File: config.mk
export PLATFORM = sky130hd
export DESIGN_NAME = hamming_rr_corrector
export DESIGN_NICKNAME = d
export VERILOG_FILES = /design/src/rtl/hamming_pkg.sv /design/src/rtl/hamming_syndrome_fix.sv /design/src/rtl/hamming_rr_corrector.sv
export SDC_FILE = /design/constraint.sdc
export NUM_CORES = 1
export LEC_CHECK = 0
export BUFFER_PORTS_ARGS = -buffer_cell sky130_fd_sc_hd__buf_2
export CORE_ASPECT_RATIO = 1.2
export CORE_UTILIZATION = 55
export DETAILED_ROUTE_END_ITERATION = 7
export PLACE_DENSITY = 0.88
export SKIP_CTS_REPAIR_TIMING = 1
export SLEW_MARGIN = 15
export SYNTH_ARGS = -nofsm -noshare
export SYNTH_HDL_FRONTEND = slang
export SYNTH_SLANG_ARGS = --single-unit
File: constraint.sdc
create_clock -name clk -period 4.15 [get_ports clk]
set_input_delay 0.2075 -clock clk [delete_from_list [all_inputs] [get_ports clk]]
set_output_delay 0.2075 -clock clk [all_outputs]
set_load 0.02 [all_outputs]
File: src/rtl/hamming_pkg.sv
`default_nettype none
// ============================================================================
//  Module      : hamming_pkg
//  Description : Shared types and constants for the Hamming(7,4) round-robin
//                corrector: FSM state encoding, codeword/syndrome widths and
//                the codeword positions that carry data bits.
//  Revision    : 1.0 - initial release
// ============================================================================
package hamming_pkg;

    typedef enum logic [1:0] {
        IDLE  = 2'd0,
        CHECK = 2'd1,
        HOLD  = 2'd2
    } state_t;

    localparam int c_SYN_W = 3;
    localparam int c_CW_W  = 7;

    // Data bit k of the payload lives at codeword position c_DATA_POS[k];
    // payload is {O7,O6,O5,O3}.
    localparam logic [3:0][2:0] c_DATA_POS = {3'd7, 3'd6, 3'd5, 3'd3};

    function automatic logic [3:0] extract_data(input logic [c_CW_W:1] cw);
        logic [3:0] d;
        d = '0;
        for (int k = 0; k < 4; k++) begin
            d[k] = cw[c_DATA_POS[k]];
        end
        return d;
    endfunction

endpackage
`default_nettype wire

File: src/rtl/hamming_syndrome_fix.sv
`default_nettype none
// ============================================================================
//  Module      : hamming_syndrome_fix
//  Description : Combinational Hamming(7,4) syndrome computation and
//                single-bit correction. The syndrome is always reported;
//                correction and the error flag only apply when EN is high.
//  Revision    : 1.0 - initial release
// ============================================================================
module hamming_syndrome_fix
    import hamming_pkg::*;
(
    input  logic [c_CW_W:1]    D,
    input  logic               EN,
    output logic [c_CW_W:1]    O,
    output logic [c_SYN_W-1:0] syn,
    output logic               Error
);

    logic [c_CW_W:1] w_flip_mask;

    assign syn = {D[4] ^ D[5] ^ D[6] ^ D[7],
                  D[2] ^ D[3] ^ D[6] ^ D[7],
                  D[1] ^ D[3] ^ D[5] ^ D[7]};

    // One-hot mask selecting the position named by the syndrome (none for s=0)
    always_comb begin
        w_flip_mask = '0;
        for (int i = 1; i <= c_CW_W; i++) begin
            w_flip_mask[i] = EN && (syn == i[c_SYN_W-1:0]);
        end
    end

    assign O     = D ^ w_flip_mask;
    assign Error = EN && (syn != '0);

endmodule
`default_nettype wire

File: src/rtl/hamming_rr_corrector.sv
`default_nettype none
// ============================================================================
//  Module      : hamming_rr_corrector
//  Description : Two-requester round-robin front end for a Hamming(7,4)
//                corrector. A word is accepted in IDLE, checked in CHECK
//                (results registered) and held in HOLD until the consumer
//                takes it. Counts corrected words in a saturating counter.
//  Revision    : 1.0 - initial release
// ============================================================================
module hamming_rr_corrector
    import hamming_pkg::*;
#(
    parameter int CNT_W = 8
) (
    input  logic                clk,
    input  logic                rst,
    input  logic                EN,
    input  logic                req0_valid,
    input  logic [7:1]          req0_D,
    output logic                req0_ready,
    input  logic                req1_valid,
    input  logic [7:1]          req1_D,
    output logic                req1_ready,
    output logic                out_valid,
    input  logic                out_ready,
    output logic [7:1]          out_O,
    output logic [3:0]          out_data,
    output logic [2:0]          out_syn,
    output logic                out_Error,
    output logic                out_src,
    output logic [CNT_W-1:0]    err_cnt,
    input  logic                cnt_clr
);

    state_t             r_state;
    state_t             w_state_next;
    logic               r_rr_ptr;
    logic [c_CW_W:1]    r_cw;
    logic               r_src;
    logic               w_grant0;
    logic               w_grant1;
    logic [c_CW_W:1]    w_fix_O;
    logic [c_SYN_W-1:0] w_fix_syn;
    logic               w_fix_err;

    hamming_syndrome_fix u_fix (
        .D     (r_cw),
        .EN    (EN),
        .O     (w_fix_O),
        .syn   (w_fix_syn),
        .Error (w_fix_err)
    );

    // State register
    always_ff @(posedge clk) begin
        if (rst) r_state <= IDLE;
        else     r_state <= w_state_next;
    end

    // Next-state: a grant in IDLE is also an accept, since ready = grant
    always_comb begin
        w_state_next = r_state;
        case (r_state)
            IDLE:    if (w_grant0 || w_grant1) w_state_next = CHECK;
            CHECK:   w_state_next = HOLD;
            HOLD:    if (out_ready) w_state_next = IDLE;
            default: w_state_next = IDLE;
        endcase
    end

    // Outputs: round-robin grant in IDLE, favoured requester first,
    // the other one taken without a bubble when the favoured one is idle
    always_comb begin
        w_grant0 = 1'b0;
        w_grant1 = 1'b0;
        if (r_state == IDLE) begin
            if (!r_rr_ptr) begin
                w_grant0 = req0_valid;
                w_grant1 = req1_valid && !req0_valid;
            end else begin
                w_grant1 = req1_valid;
                w_grant0 = req0_valid && !req1_valid;
            end
        end
        req0_ready = w_grant0;
        req1_ready = w_grant1;
        out_valid  = (r_state == HOLD);
    end

    // Capture accepted word, source and advance pointer to the other requester
    always_ff @(posedge clk) begin
        if (rst) begin
            r_rr_ptr <= 1'b0;
            r_cw     <= '0;
            r_src    <= 1'b0;
        end else if (w_grant0 || w_grant1) begin
            r_cw     <= w_grant1 ? req1_D : req0_D;
            r_src    <= w_grant1;
            r_rr_ptr <= w_grant0;
        end
    end

    // Register results during CHECK; they stay frozen through HOLD
    always_ff @(posedge clk) begin
        if (rst) begin
            out_O     <= '0;
            out_data  <= '0;
            out_syn   <= '0;
            out_Error <= 1'b0;
            out_src   <= 1'b0;
        end else if (r_state == CHECK) begin
            out_O     <= w_fix_O;
            out_data  <= extract_data(w_fix_O);
            out_syn   <= w_fix_syn;
            out_Error <= w_fix_err;
            out_src   <= r_src;
        end
    end

    // Saturating corrected-word counter; clear beats a coincident increment
    always_ff @(posedge clk) begin
        if (rst || cnt_clr) begin
            err_cnt <= '0;
        end else if ((r_state == CHECK) && w_fix_err && (err_cnt != '1)) begin
            err_cnt <= err_cnt + 1'b1;
        end
    end

endmodule
`default_nettype wire

==> impl_metrics.csv <==
group,metric,value,unit
clock_tree,clk_pin_slew,90,ps
global_routing,grt_max_degree,30,
pwr,p_sw_frac,0.352,
worst_hold_path,hold_path_class,"input port to flop",
timing,finalSetupViolCount,0,
timing,clock.fmax,0.490,GHz
global_routing,grt_pass1_vias,1393,
clock_tree,clock-root-buffer,"clkbuf_4",
pwr,p_leak,0.000828,uW
logic_synthesis,ys_seq_elements,31,
timing,maxSlewViolCount,0,
worst_hold_path,holdPathStages,3,
global_routing,grt_pass1_wl,5610,um
route,dr.pass1.iters,4,
layout,areaGrowthSynthToFinish,16.3,%
placed_design,placed_cells,267,
pwr,clkPwrFrac,0.253,
global_routing,grt_usage,0.237,
worst_setup_path,r2r_cells,5,
floorplanning,core_area,2810,um2
worst_setup_path,r2r_slack,2110,ps
clock_tree,cts.sinks,31,
timing,period_needed,2040,ps
global_routing,antenna_found_initial,0,
route,drt_iter0_markers,46,
worst_setup_path,cp.required,4380,ps
logic_synthesis,synth.distinct_cells,40,
worst_setup_path,arrival,2270,ps
worst_setup_path,cp_max_fo,6,
floorplanning,initial_core_util,0.587,
worst_setup_path,cp-start-kind,"flop",
global_routing,overflow,0,
route,vias_per_cell,5.71,
route,ant_nets,0,
pwr,p_per_area,414,nW/um2
layout,fill_cells,235,
worst_setup_path,cp-endpoint,"err_cnt[2]$_SDFFE_PP0P_",
pwr,combPwrFrac,0.310,
logic_synthesis,yosysSeqAreaShare,0.376,
pwr,p_int,515,uW
worst_setup_path,crit_chain,"xor2_1 -> nor3_2 -> o21ai_0 -> nand3_1 -> mux2i_1",
clock_tree,cts-htree-levels,2,
logic_synthesis,synth_warnings,0,
logic_synthesis,synth_area,1650,um2
floorplanning,rows,21,
pwr,irDropWorstVdd,287,uV
layout,fin_nets,262,
layout,instances_no_fill,275,
route,num_vias,1570,
logic_synthesis,synth_flop_cell,"dfxtp_1",
timing,finalHoldViolCount,0,
timing,clock_skew,13.1,ps
worst_setup_path,setup.worst_path.class,"flop to flop",
placed_design,place.gp.congestion,0.880,
floorplanning,die_x,52.0,um
floorplanning,ios,48,
timing,grt_setup_unrepaired,"false",
job,drv_cap,0,
route,drc_errors,0,
timing,worstMarginPinSlew,618,ps
worst_setup_path,r2r-end,"err_cnt[2]$_SDFFE_PP0P_",
worst_setup_path,crit_path_start,"r_cw[7]$_SDFFE_PP0P_",
worst_setup_path,timing.rr.start,"r_cw[7]$_SDFFE_PP0P_",
layout,layout-drive-gt1-share,0.253,
worst_setup_path,slowest_delay,540,ps
pwr,power.share.sequential,0.437,
clock_tree,cts_buffers,5,
route,drt_wl_total,3440,um
placed_design,dp_slack,2140,ps
clock_tree,cts_max_path_buffers,2,
route,wl_per_cell,12.5,um
logic_synthesis,synth_edf_count,0,
pwr,switchingPower,280,uW
placed_design,port_buffers,47,
timing,setup_ws,2110,ps
layout,seqCellArea,621,um2
clock_tree,cts_tree,"built",
timing,hold_ws,130,ps
placed_design,dp_hpwl,2520,um
worst_setup_path,slowest_stage,"o21ai_0",
run_status,status,"complete, no violations",
timing,period_share,0.492,
logic_synthesis,syn_nets,222,
layout,n_antenna_cell,0,
floorplanning,dieArea,3230,um2
logic_synthesis,synth_cells,200,
timing,setup-tns-final,0,ps
clock_tree,clk_latency,340,ps
logic_synthesis,avgSynthCellArea,8.26,um2
layout,mostFrequentLayoutCells,"buf_2 (47), nand2_1 (31), dfxtp_1 (31)",
worst_setup_path,crit_path_end_kind,"flop",
layout,multi_input_area,931,um2
floorplanning,die_y,62.0,um
pwr,power,795,uW
worst_hold_path,min-delay-start,"req1_D[4]",
timing,maxSlewHeadroom,0.584,
layout,final_common_cell,"buf_2",
logic_synthesis,async_reset_ff_frac,0,
## cell families after synthesis
logic type / share of synthesized area
flops: 0.376
simple gates: 0.242
xor+xnor: 0.0932
compound gates: 0.196
mux: 0.0242
fa+ha+maj: 0.00757
buf+inv: 0.0606
## worst min path at each step
stage / endpoint / slack, ps
2_1_floorplan: r_cw[5]$_SDFFE_PP0P_ / 370
3_3_place_gp: r_src$_SDFFE_PP0P_ / 460
3_5_place_dp: out_Error$_SDFFE_PP0P_ / 470
4_1_cts: r_cw[4]$_SDFFE_PP0P_ / 120
5_1_grt: r_cw[1]$_SDFFE_PP0P_ / 140
6_report: r_cw[4]$_SDFFE_PP0P_ / 130
## Yosys cell counts, types with 2 or more instances
| library cell | count | area (um2) |
|---|---|---|
| xor2_1 | 9 | 78.8 |
| a311oi_1 | 9 | 78.8 |
| nor2b_1 | 3 | 18.8 |
| clkbuf_1 | 6 | 22.5 |
| buf_2 | 2 | 10.0 |
| o311ai_0 | 2 | 17.5 |
| o31ai_1 | 2 | 15.0 |
| or3_1 | 4 | 25.0 |
| nand2_1 | 31 | 116 |
| nand3_1 | 6 | 30.0 |
| a21oi_1 | 6 | 30.0 |
| a211oi_1 | 8 | 60.1 |
| inv_1 | 3 | 11.3 |
| o211ai_1 | 8 | 60.1 |
| dfxtp_1 | 31 | 621 |
| nand2b_1 | 3 | 18.8 |
| mux2i_1 | 4 | 40.0 |
| nor3_1 | 10 | 50.1 |
| xnor2_1 | 4 | 35.0 |
| nor2_1 | 22 | 82.6 |
| nand4_1 | 2 | 12.5 |
| buf_4 | 5 | 37.5 |
| o21ai_0 | 3 | 15.0 |
## stage by stage
| step | utilization | instance area (um2) |
|---|---|---|
| final | 0.683 | 1920 |
| after detailed placement | 0.659 | 1850 |
| after floorplan | - | 1650 |
| after global routing | 0.683 | 1920 |
| after global placement | 0.659 | 1850 |
| after CTS | 0.683 | 1920 |
## registers in the layout, summed over array words and instances (netlist names)
name and flops:
r_rr_ptr 1, out_O 7, out_Error 1, r_state 2, err_cnt 8, r_cw 7, out_syn 3, out_src 1
r_src 1
## critical path, delay by kind of cell, from the launching register on
kind,cells,cell delay [ps]
AND/OR/NAND/NOR,2,310
XOR/XNOR,1,430
flip-flops,1,500
multiplexers,1,150
AO/OA/AOI/OAI,1,540
## layout make-up
cell class | count | area share
clock buffers | 8 | 0.0358
inverters | 4 | 0.00782
multi-input cells | 150 | 0.485
flip-flops and latches | 31 | 0.323
well taps | 34 | 0.0221
repair buffers | 48 | 0.126
## power groups by stage
stage / Sequential, uW / Clock (uW) / Combinational, uW
finish: 347 / 201 / 247
global route: 351 / 218 / 272
CTS: 347 / 204 / 246
detailed placement: 354 / 0 / 245
global placement: 352 / 0 / 241
floorplan: 360 / 0 / 189
## per-layer routing
layer / part of all wire / GRT usage / up-vias
li1: - / - / 793
met1: 0.44 / 0.270 / 705
met2: 0.49 / 0.412 / 60
met3: 0.053 / 0.0584 / 12
met4: 0.023 / 0.120 / 0
met5: 0 / 0 / -
Note: power is estimated with default switching activity, not from simulation.
